===== src/rtl/riscv_dbg_pkg.sv =====
// Shared debug-readout types and constants.
// Contents: dump FSM state encoding and the byte width of the output stream.
// No logic; imported by the dump engine.
package riscv_dbg_pkg;

    localparam int BYTE_W = 8;

    typedef enum logic [1:0] {
        IDLE = 2'd0,
        LOAD = 2'd1,
        SEND = 2'd2,
        DONE = 2'd3
    } dump_state_t;

endpackage


===== src/rtl/regfile_dump.sv =====
// Register-file dump engine: walks read addresses 0..DEPTH-1 and streams each word LSB byte first.
// Latency: start -> LOAD next cycle, first byte the cycle after; NBYTES+1 cycles per register at full rate.
// Backpressure: out_valid/out_data hold while out_ready is low; nothing advances until a byte is accepted.
// Ports: clk, rst (sync, active-low) | start, busy, done | rd_addr/rd_data to the bank | out_valid/out_ready/out_data byte stream.
module regfile_dump
    import riscv_dbg_pkg::*;
#(
    parameter int WIDTH = 32,
    parameter int DEPTH = 32
) (
    input  logic                     clk,
    input  logic                     rst,
    input  logic                     start,
    output logic [$clog2(DEPTH)-1:0] rd_addr,
    input  logic [WIDTH-1:0]         rd_data,
    output logic                     out_valid,
    input  logic                     out_ready,
    output logic [BYTE_W-1:0]        out_data,
    output logic                     busy,
    output logic                     done
);

    localparam int NBYTES = WIDTH / BYTE_W;
    localparam int ADDR_W = $clog2(DEPTH);
    localparam int CNT_W  = (NBYTES > 1) ? $clog2(NBYTES) : 1;

    localparam logic [CNT_W-1:0]  LAST_BYTE = CNT_W'(NBYTES - 1);
    localparam logic [ADDR_W-1:0] LAST_IDX  = ADDR_W'(DEPTH - 1);

    dump_state_t       state_q, state_d;
    logic [ADDR_W-1:0] idx_q, idx_d;
    logic [CNT_W-1:0]  byte_cnt_q, byte_cnt_d;
    logic [WIDTH-1:0]  shift_q, shift_d;

    always_comb begin
        state_d    = state_q;
        idx_d      = idx_q;
        byte_cnt_d = byte_cnt_q;
        shift_d    = shift_q;
        out_valid  = 1'b0;
        busy       = 1'b1;
        done       = 1'b0;

        case (state_q)
            IDLE: begin
                busy = 1'b0;
                if (start) begin
                    idx_d   = '0;
                    state_d = LOAD;
                end
            end
            LOAD: begin
                // The bank reads asynchronously off the registered address,
                // so rd_data is settled by the end of this cycle.
                shift_d    = rd_data;
                byte_cnt_d = '0;
                state_d    = SEND;
            end
            SEND: begin
                out_valid = 1'b1;
                if (out_ready) begin
                    if (byte_cnt_q != LAST_BYTE) begin
                        shift_d    = shift_q >> BYTE_W;
                        byte_cnt_d = byte_cnt_q + CNT_W'(1);
                    end else if (idx_q != LAST_IDX) begin
                        // Terminal test is an equality, so idx never wraps.
                        idx_d   = idx_q + ADDR_W'(1);
                        state_d = LOAD;
                    end else begin
                        state_d = DONE;
                    end
                end
            end
            DONE: begin
                done    = 1'b1;
                idx_d   = '0;
                state_d = IDLE;
            end
            default: begin
                state_d = IDLE;
            end
        endcase
    end

    always_ff @(posedge clk) begin
        if (!rst) begin
            state_q    <= IDLE;
            idx_q      <= '0;
            byte_cnt_q <= '0;
            shift_q    <= '0;
        end else begin
            state_q    <= state_d;
            idx_q      <= idx_d;
            byte_cnt_q <= byte_cnt_d;
            shift_q    <= shift_d;
        end
    end

    assign rd_addr  = idx_q;
    // Data is zeroed outside SEND so idle/reset output is a clean 0.
    assign out_data = out_valid ? shift_q[BYTE_W-1:0] : '0;

endmodule

===== config.mk =====
export PLATFORM = sky130hd
export DESIGN_NAME = regfile_dump
export DESIGN_NICKNAME = d
export VERILOG_FILES = /design/src/rtl/riscv_dbg_pkg.sv /design/src/rtl/regfile_dump.sv
export SDC_FILE = /design/constraint.sdc
export NUM_CORES = 1
export LEC_CHECK = 0
export CORE_MARGIN = 2
export CORE_UTILIZATION = 40
export CTS_BUF_LIST = sky130_fd_sc_hd__clkbuf_2
export DETAILED_ROUTE_END_ITERATION = 10
export PLACE_DENSITY = 0.79
export SYNTH_ARGS = -nofsm -noshare
export SYNTH_HDL_FRONTEND = slang
export SYNTH_SLANG_ARGS = --single-unit

===== constraint.sdc =====
create_clock -name clk -period 2.8 [get_ports clk]
set_input_delay 0.56 -clock clk [delete_from_list [all_inputs] [get_ports clk]]
set_output_delay 0.56 -clock clk [all_outputs]
set_load 0.01 [all_outputs]

[Word-level counts from Yosys, hierarchy flattened]
Index checks and enable logic that the tools add are counted.
Widths: inputs -> output; s select.
Operators by class
  reductions and logical operators: 6
  add/sub/neg operators: 2
  mux-type cells: 20
  eq/ne operators: 10
Operator list (number)
  $mux 32: 2
  $pmux 32 s2: 1
  $mux 5: 4
  $pmux 5 s3: 1
  $mux 2: 6
  $ne 2x2->1 const B: 6
  $mux 8: 1
  $pmux 2 s4: 1
  $reduce_and 3->1: 2
  $add 5x1->5 const B: 1
  $ne 5x5->1 const B: 1
  $reduce_and 5->1: 1
  $eq 2x2->1 const B: 2
  $pmux 2 s2: 1
  $mux 1: 3
  $reduce_bool 3->1: 1
  $add 2x1->2 const B: 1
  $eq 2x1->1 const B: 1
  $logic_not 2->1: 1
  $reduce_bool 2->1: 1
Storage, ports and cells
  output and inout port bits: 16
  logic and storage cells: 42
  register bits after elaboration: 41
  input port bits: 36

[Longest topological paths before layout]
Gate-level depths: netlist (run 1).
  depth after elaboration: 5
  mapped depth: 8
  gate-level depth less buffers: 7

[Worst setup path before layout (run 1)]
OpenSTA, ideal clock, no wires.
  path kind: register -> register
  start point: reg idx_q[0] (netlist: rd_addr[0])
  end point: reg idx_q[3] (netlist: rd_addr[3])
  required time: 2.724 ns
  stages on the path, launching flop included: 9
  arrival: 1.748 ns
  setup slack: 0.976 ns
  path through: dfxtp_1 -> ha_1 -> and3_1 -> ha_1 -> and3b_1 -> buf_4 -> nand4_1 -> or3_1 -> a31oi_1
On the way
  cells in the longest elaborated chain, start to end: 5
  elaborated cells between the ends (all ways): 8
Ends and longest elaborated chain
  from (decl): line regfile_dump.sv:31  | logic [ADDR_W-1:0] idx_q, idx_d;
  from (signal assigned): line regfile_dump.sv:93  | idx_q <= idx_d;
  $add 5x1->5: line regfile_dump.sv:67  | idx_d = idx_q + ADDR_W'(1);
  $mux 5: line regfile_dump.sv:65  | end else if (idx_q != LAST_IDX) begin
  $mux 5: line regfile_dump.sv:62  | if (byte_cnt_q != LAST_BYTE) begin
  $mux 5: line regfile_dump.sv:61  | if (out_ready) begin
  $pmux 5 s3: line regfile_dump.sv:44  | case (state_q)
Several ways; a longest one is shown, not always the timed one. The select of a mux whose other input is x is not followed.
A chain may end at the register's enable or synchronous reset.

[Worst setup path in the final report (run 1)]
  start point: reg state_q[1]
  end point: out out_data[3]
On the way
  cells in the longest elaborated chain, start to end: 3
Ends and longest elaborated chain
  from (decl): line regfile_dump.sv:30  | dump_state_t state_q, state_d;
  from (signal assigned): line regfile_dump.sv:92  | state_q <= state_d;
  $eq 2x2->1: line regfile_dump.sv:44
  $mux 1: line regfile_dump.sv:44
  $mux 8: line regfile_dump.sv:101  | assign out_data = out_valid ? shift_q[BYTE_W-1:0] : '0;
  to (decl): line regfile_dump.sv:18  | output logic [BYTE_W-1:0] out_data,
No other way between the ends.

==> results of run 1 <==
-- sequential cells by signal, summed over array words and instances (netlist names) --
signal      cells
byte_cnt_q      2
state_q         2
rd_addr         5
shift_q        32
-- Yosys cell counts, types with 3 or more instances --
library cell,n
a311oi_2,20
inv_1,3
nor2_1,30
nand2_2,6
a32o_1,8
nand4_1,3
buf_4,3
buf_6,4
o21ai_0,3
and2_1,8
dfxtp_1,41
clkbuf_1,4
a21oi_1,7
a311oi_1,4
buf_2,5
ha_1,3
nand2_1,47
-- critical path, delay by kind of cell, from the launching register on --
kind	cells	cell delay, ps
buf+inv	2	640
flops	1	590
simple gates	2	310
-- cell families after synthesis --
family | after synthesis | share of synthesized area [%]
simple gates | 110 | 25.1
fa+ha+maj | 3 | 1.82
compound gates | 47 | 24.7
flops | 41 | 39.8
buf+inv | 23 | 8.50
-- final cells by class --
cell class | count | area [µm²] | share of cell area (%)
clock buffer | 6 | 30.0 | 1.16
multi-input combinational | 160 | 1060 | 41.0
timing repair buffer | 57 | 568 | 21.9
clock inverter | 2 | 10.0 | 0.385
tap | 70 | 87.6 | 3.37
inverter | 4 | 17.5 | 0.674
sequential | 41 | 821 | 31.6
-- layer usage --
metal	part of all wire [%]	routed length [µm]	global-route usage, %
met1	50	2120	20.1
met2	44	1870	24.5
met3	5.0	212	3.04
met4	0.73	31	4.68
met5	0	0	0
-- power by group --
group	internal, W	leakage [nW]	switching, W	total (W)
Sequential	0.000628	0.336	0.0000252	0.000653
Combinational	0.000126	0.573	0.000130	0.000255
Clock	0.0000629	0.0327	0.000186	0.000249
Total	0.000817	0.941	0.000341	0.00116
-- final timing paths --
kind / startpoint / to / slack, ps
max: state_q[1]$_SDFFE_PN0P_ / out_data[3] / 330
min: shift_q[8]$_SDFFE_PN0P_ / shift_q[0]$_SDFFE_PN0P_ / 490
max reg2reg: rd_addr[0]$_SDFFE_PN0P_ / rd_addr[3]$_SDFFE_PN0P_ / 840
min reg2reg: shift_q[8]$_SDFFE_PN0P_ / shift_q[0]$_SDFFE_PN0P_ / 490
-- per-stage QoR --
stage               cells  cell area, µm²  setup WS, ps  util [%]  hold slack [ps]
floorplan             224            2060           976         -              455
global placement      332            2560           679      50.7              464
detailed placement    332            2560           598      50.7              470
CTS                   340            2600           309      51.5              492
global route          340            2600           198      51.5              514
finish                340            2600           326      51.5              491
-- cells in the final DEF (no fill, tap or decap), types with 2 or more instances in the layout --
master and n:
inv_1 3, a311oi_1 4, nand4_1 3, clkinv_2 2
nand2_1 47, a21oi_1 7, and2_1 8, or3_1 2
dfxtp_1 41, buf_4 5, nand3_1 2, o21ai_0 3
nor2_1 30, a311oi_2 20, clkdlybuf4s50_1 51, ha_1 3
nand2_2 6, nand2b_1 2, nand4b_1 2, a32o_1 8
clkbuf_2 6
==> run_results.csv, run 1 <==
group,metric,value,unit
grt,vias_in_the_first_global_route,1518,
timing,period_minus_slack,2470,ps
clocking,postCtsSetupRepairBufs,0,
final_layout,antenna_diode_instance_count,0,
grt,grt_usage,15.1,%
grt,grt_max_degree,49,
worst_setup_path,crit_type,"flip-flop to output pin",
timing,rsz_0062_raised_after_global_routing,"no",
logic_synthesis,postSynthCellCount,224,
grt,grt-ovfl-total,0,
drt,drt_first_iter_violations,101,
power_and_ir_drop,fin_total_pwr,0.00116,W
drt,wl_per_cell,12.4,µm
die,die_h,75.8,µm
logic_synthesis,yosys_warnings,0,
power_and_ir_drop,irDropWorstVdd,0.185,mV
final_layout,area_delta_synth_final,26.1,%
logic_synthesis,yosysTopAreaCell,"dfxtp_1",
logic_synthesis,dominantRegCellSynth,"dfxtp_1",
logic_synthesis,synthesis.nets,263,
die,rows,26,
logic_synthesis,netlist_area_pre_place,0.00206,mm²
logic_synthesis,synth_async_sr_flop_share,0,%
timing,report.final.setup_viol,0,
outcome,run_status,"completed",
worst_setup_path,critical_path_arrival,1910,ps
logic_synthesis,synth_top_area_share,39.8,%
clocking,clock_tree.root_cell,"clkbuf_2",
die,floorplan.die_area,0.00574,mm²
timing,finClkSkew,14.0,ps
drt,post_drt_via_cell_ratio,5.03,
grt,antenna_violations_before_repair,0,
clocking,cts_sinks,41,
drt,drtPass1Iterations,4,
clocking,clock_latency,380,ps
worst_setup_path,worstSetupEndpointType,"output pin",
timing,slew_headroom,56.9,%
die,die_width,75.8,µm
drt,routed_wirelength,4.23,mm
drt,drcViolationCount,0,
place,detailed_place_hpwl,3.00,mm
worst_setup_path,critical_path.max_fanout,12,
clocking,cts_tree,"done",
grt,global_route_wire_length_before_repair,6.78,mm
worst_setup_path,critical_path.slowest_cell,"dfxtp_1",
clocking,post_cts_resized,0,
power_and_ir_drop,power_density,445,mW/mm²
hold_path,hp-class,"flip-flop to flip-flop",
place,total_of_buffers_placed_on_input_and_output_ports,51,
die,io_pins,52,
logic_synthesis,synth_edf_count,0,
die,initial_util,40.9,%
timing,finalMaxSlewViolations,0,
logic_synthesis,synth_seq_cells,41,
timing,worstMarginPinSlew,647,ps
timing,fmax,404,MHz
final_layout,nNetsFinal,308,
final_layout,n_fill_cell,467,
clocking,clkSlewWorstSetupHoldPaths,200,ps
drt,vias,1710,
worst_setup_path,max_stage_delay,590,ps
place,globalplace.congestion,0.786,
hold_path,min_path_cells,2,
logic_synthesis,syn-mean-instance-area,9.20,µm²
clocking,clock_path_buffers,2,
drt,drtAntennaViolNets,0,
worst_setup_path,timing.critical_path.from_type,"flip-flop",
logic_synthesis,part_of_the_yosys_area_used_for_sequential_elements,39.8,%
logic_synthesis,netlist-cell-type-count,37,
worst_setup_path,timing.critical_path.required,2240,ps
flow_run,cap_viol_max_count,0,
timing,setup_total_negative_slack,0,ps
logic_synthesis,ys_top_cells_by_area,"dfxtp_1, a311oi_2, nand2_1",
power_and_ir_drop,power.static_leakage,0.941,nW
clocking,tritoncts.num_buffers,5,
final_layout,drive_gt1_share,17.4,%
clocking,cts_htree_levels,2,
timing,finalHoldViolCount,0,
worst_setup_path,timing.reg2reg.worst_path_depth,7,
clocking,hold_buffer_count_at_cts,0,
timing,final.period_utilization,88.3,%
worst_setup_path,worstPathCellList,"nand2b_1 -> inv_4 -> and2_1 -> clkdlybuf4s50_1",
die,core_area,0.00504,mm²
(Power assumes the default switching activity.)
==> inputs of run 2 (changes only) <==
Settings changed: SETUP_SLACK_MARGIN set to 0.1.
==> results of run 2 <==
The final DEF is identical to that of run 1; final timing and power are the same.
==> inputs of run 3 (changes only) <==
Settings changed: ABC_AREA set to 1, HOLD_SLACK_MARGIN set to 0.03, PLACE_DENSITY 0.79 to 0.8.
==> run 3 against run 2 <==
Sequential share of layout area increased by 0.23 points. Wire length is 1.6% higher. Global-route usage increased by 1.5 points.
==> run_results.csv, run 3 <==
group,metric,value,unit
drt,wl_per_cell,10.1,µm
final_layout,combined_area_of_the_multi_input_logic_cells,990,µm²
place,dp_slack,772,ps
logic_synthesis,synth_top_area_share,40.9,%
worst_setup_path,critical_path_arrival,1870,ps
grt,grt_use_met2,25.9,%
logic_synthesis,synth_async_sr_flop_share,0,%
timing,setup_total_negative_slack,0,ps
clocking,tritoncts.num_buffers,5,
worst_setup_path,worst-r2r-setup-slack,1010,ps
die,core_area,0.00479,mm²
die,die_width,74.8,µm
clocking,clkSlewWorstSetupHoldPaths,200,ps
timing,period_minus_slack,2430,ps
drt,drcViolationCount,0,
logic_synthesis,yosysTopAreaCell,"dfxtp_1",
timing,fmax,412,MHz
final_layout,nNetsFinal,398,
logic_synthesis,yosysMostFrequentCell,"nand2_1",
clocking,cts_htree_levels,2,
place,dpl.cell_count,419,
grt,globalRouteMet3Util,4.02,%
grt,grt_usage,16.6,%
logic_synthesis,netlist_top_cells_count,"nand2_1, nor2_1, dfxtp_1, o21ai_0, inv_1",
logic_synthesis,syn-mean-instance-area,6.41,µm²
logic_synthesis,ys_top_cells_by_area,"dfxtp_1, nand2_1, nor2_1",
clocking,clock_path_buffers,2,
logic_synthesis,part_of_the_yosys_area_used_for_sequential_elements,40.9,%
timing,worstMarginPinSlew,343,ps
drt,drtPass1Iterations,4,
power_and_ir_drop,power.static_leakage,1.21,nW
timing,report.final.setup_viol,0,
clocking,cts_tree,"done",
worst_setup_path,crit_type,"flip-flop to output pin",
die,die_h,74.8,µm
worst_setup_path,timing.critical_path.from_type,"flip-flop",
place,globalplace.congestion,0.756,
outcome,run_status,"completed",
clocking,post_cts_resized,0,
worst_setup_path,timing.critical_path.required,2240,ps
clocking,clock_latency,400,ps
logic_synthesis,synth_seq_cells,41,
final_layout,antenna_diode_instance_count,0,
grt,vias_in_the_first_global_route,1700,
timing,slew_headroom,77.1,%
place,total_of_buffers_placed_on_input_and_output_ports,51,
logic_synthesis,synthesis.nets,352,
grt,global_route_wire_length_before_repair,7.22,mm
final_layout,drive_gt1_share,5.29,%
clocking,postCtsSetupRepairBufs,0,
grt,antenna_violations_before_repair,0,
drt,vias,1932,
final_layout,final_common_cell,"nand2_1",
drt,post_drt_via_cell_ratio,4.54,
final_layout,largest_register_ff_count,32,
place,detailed_place_hpwl,3.00,mm
timing,final_critical_path_setup_slack,371,ps
hold_path,hp-class,"flip-flop to flip-flop",
timing,rsz_0062_raised_after_global_routing,"no",
logic_synthesis,synth_edf_count,0,
place,place_area,0.00252,mm²
timing,finalHoldViolCount,0,
worst_setup_path,timing.reg2reg.worst_path_depth,8,
logic_synthesis,netlist-cell-type-count,20,
grt,busiest_layer,"met2",
logic_synthesis,postSynthCellCount,313,
clocking,hold_buffer_count_at_cts,0,
power_and_ir_drop,irDropWorstVdd,0.239,mV
die,initial_util,41.9,%
die,rows,25,
final_layout,area_delta_synth_final,28.6,%
worst_setup_path,cp-endpoint,"out_data[7]",
final_layout,mostFrequentLayoutCells,"nand2_1, nor2_1, clkdlybuf4s50_1",
worst_setup_path,critical_path.max_fanout,21,
drt,drt_first_iter_violations,158,
timing,finalMaxSlewViolations,0,
timing,finClkSkew,18.1,ps
worst_setup_path,worstSetupEndpointType,"output pin",
clocking,cts_sinks,41,
flow_run,cap_viol_max_count,0,
clocking,clock_tree.root_cell,"clkbuf_2",
die,io_pins,52,
final_layout,final_cell_count_no_fill,426,
final_layout,final_design_area_no_fill,0.00258,mm²
final_layout,seq_area,821,µm²
worst_setup_path,cp-startpoint,"state_q[0]$_SDFFE_PN0P_",
logic_synthesis,dominantRegCellSynth,"dfxtp_1",
worst_setup_path,critical_path.reg2reg.endpoint,"shift_q[16]$_SDFFE_PN0P_",
logic_synthesis,yosys_warnings,0,
final_layout,n_fill_cell,459,
grt,grt_max_degree,35,
worst_setup_path,timing.rr.start,"state_q[1]$_SDFFE_PN0P_",
grt,grt-ovfl-total,0,
drt,routed_wirelength,4.30,mm
die,floorplan.die_area,0.00560,mm²
logic_synthesis,netlist_area_pre_place,0.00201,mm²
final_layout,registers.top_by_ff_count,"shift_q",
drt,drtAntennaViolNets,0,
power_and_ir_drop,power_density,552,mW/mm²
final_layout,post_layout_utilization_of_the_core,53.9,%
timing,final.period_utilization,86.7,%
grt,global_route.usage.met1,21.8,%
run 3: power by group:
part,internal (W),switching (W)
clock,0.000145,0.000192
sequential,0.000665,0.0000436
combinational,0.000155,0.000225
total,0.000965,0.000460
run 3: critical path, cell delays in order, from the launching register on:
cell,delay [ps]
dfxtp_1,420
inv_2,120
nand2_2,220
nor2_1,160
clkdlybuf4s50_1,550
run 3: cells by family after synthesis:
logic type      synth area share, %
buf+inv                        9.79
compound gates                 8.73
simple gates                   38.7
flops                          40.9
fa+ha+maj                      1.87
run 3: worst min path at each step:
stage	start	end	cells after the start
after floorplan	shift_q[31]$_SDFFE_PN0P_	shift_q[31]$_SDFFE_PN0P_	2
after global placement	shift_q[30]$_SDFFE_PN0P_	shift_q[30]$_SDFFE_PN0P_	2
after detailed placement	shift_q[24]$_SDFFE_PN0P_	shift_q[24]$_SDFFE_PN0P_	2
after global routing	shift_q[31]$_SDFFE_PN0P_	shift_q[31]$_SDFFE_PN0P_	2
after CTS	shift_q[24]$_SDFFE_PN0P_	shift_q[24]$_SDFFE_PN0P_	2
final	shift_q[24]$_SDFFE_PN0P_	shift_q[24]$_SDFFE_PN0P_	2
run 3: metal layers:
| metal | share of wire, % | vias to the layer above |
|---|---|---|
| li1 | - | 1050 |
| met2 | 44 | 49 |
| met1 | 48 | 826 |
| met3 | 5.7 | 7 |
| met4 | 2.3 | 0 |
| met5 | 0 | - |
run 3: stage by stage:
stage               hold slack, ps  total power (W)
CTS                            477          0.00143
global placement               451          0.00109
detailed placement             456          0.00110
finish                         475          0.00142
floorplan                      437         0.000991
global route                   501          0.00152
run 3: layout make-up:
type                            instances  share of cell area (%)
Inverter                               24                    3.59
Tap cell                               67                    3.25
Multi-Input combinational cell        233                    38.4
Clock inverter                          2                    1.36
Timing Repair Buffer                   54                    20.7
Clock buffer                            5                   0.970
Sequential cell                        41                    31.8
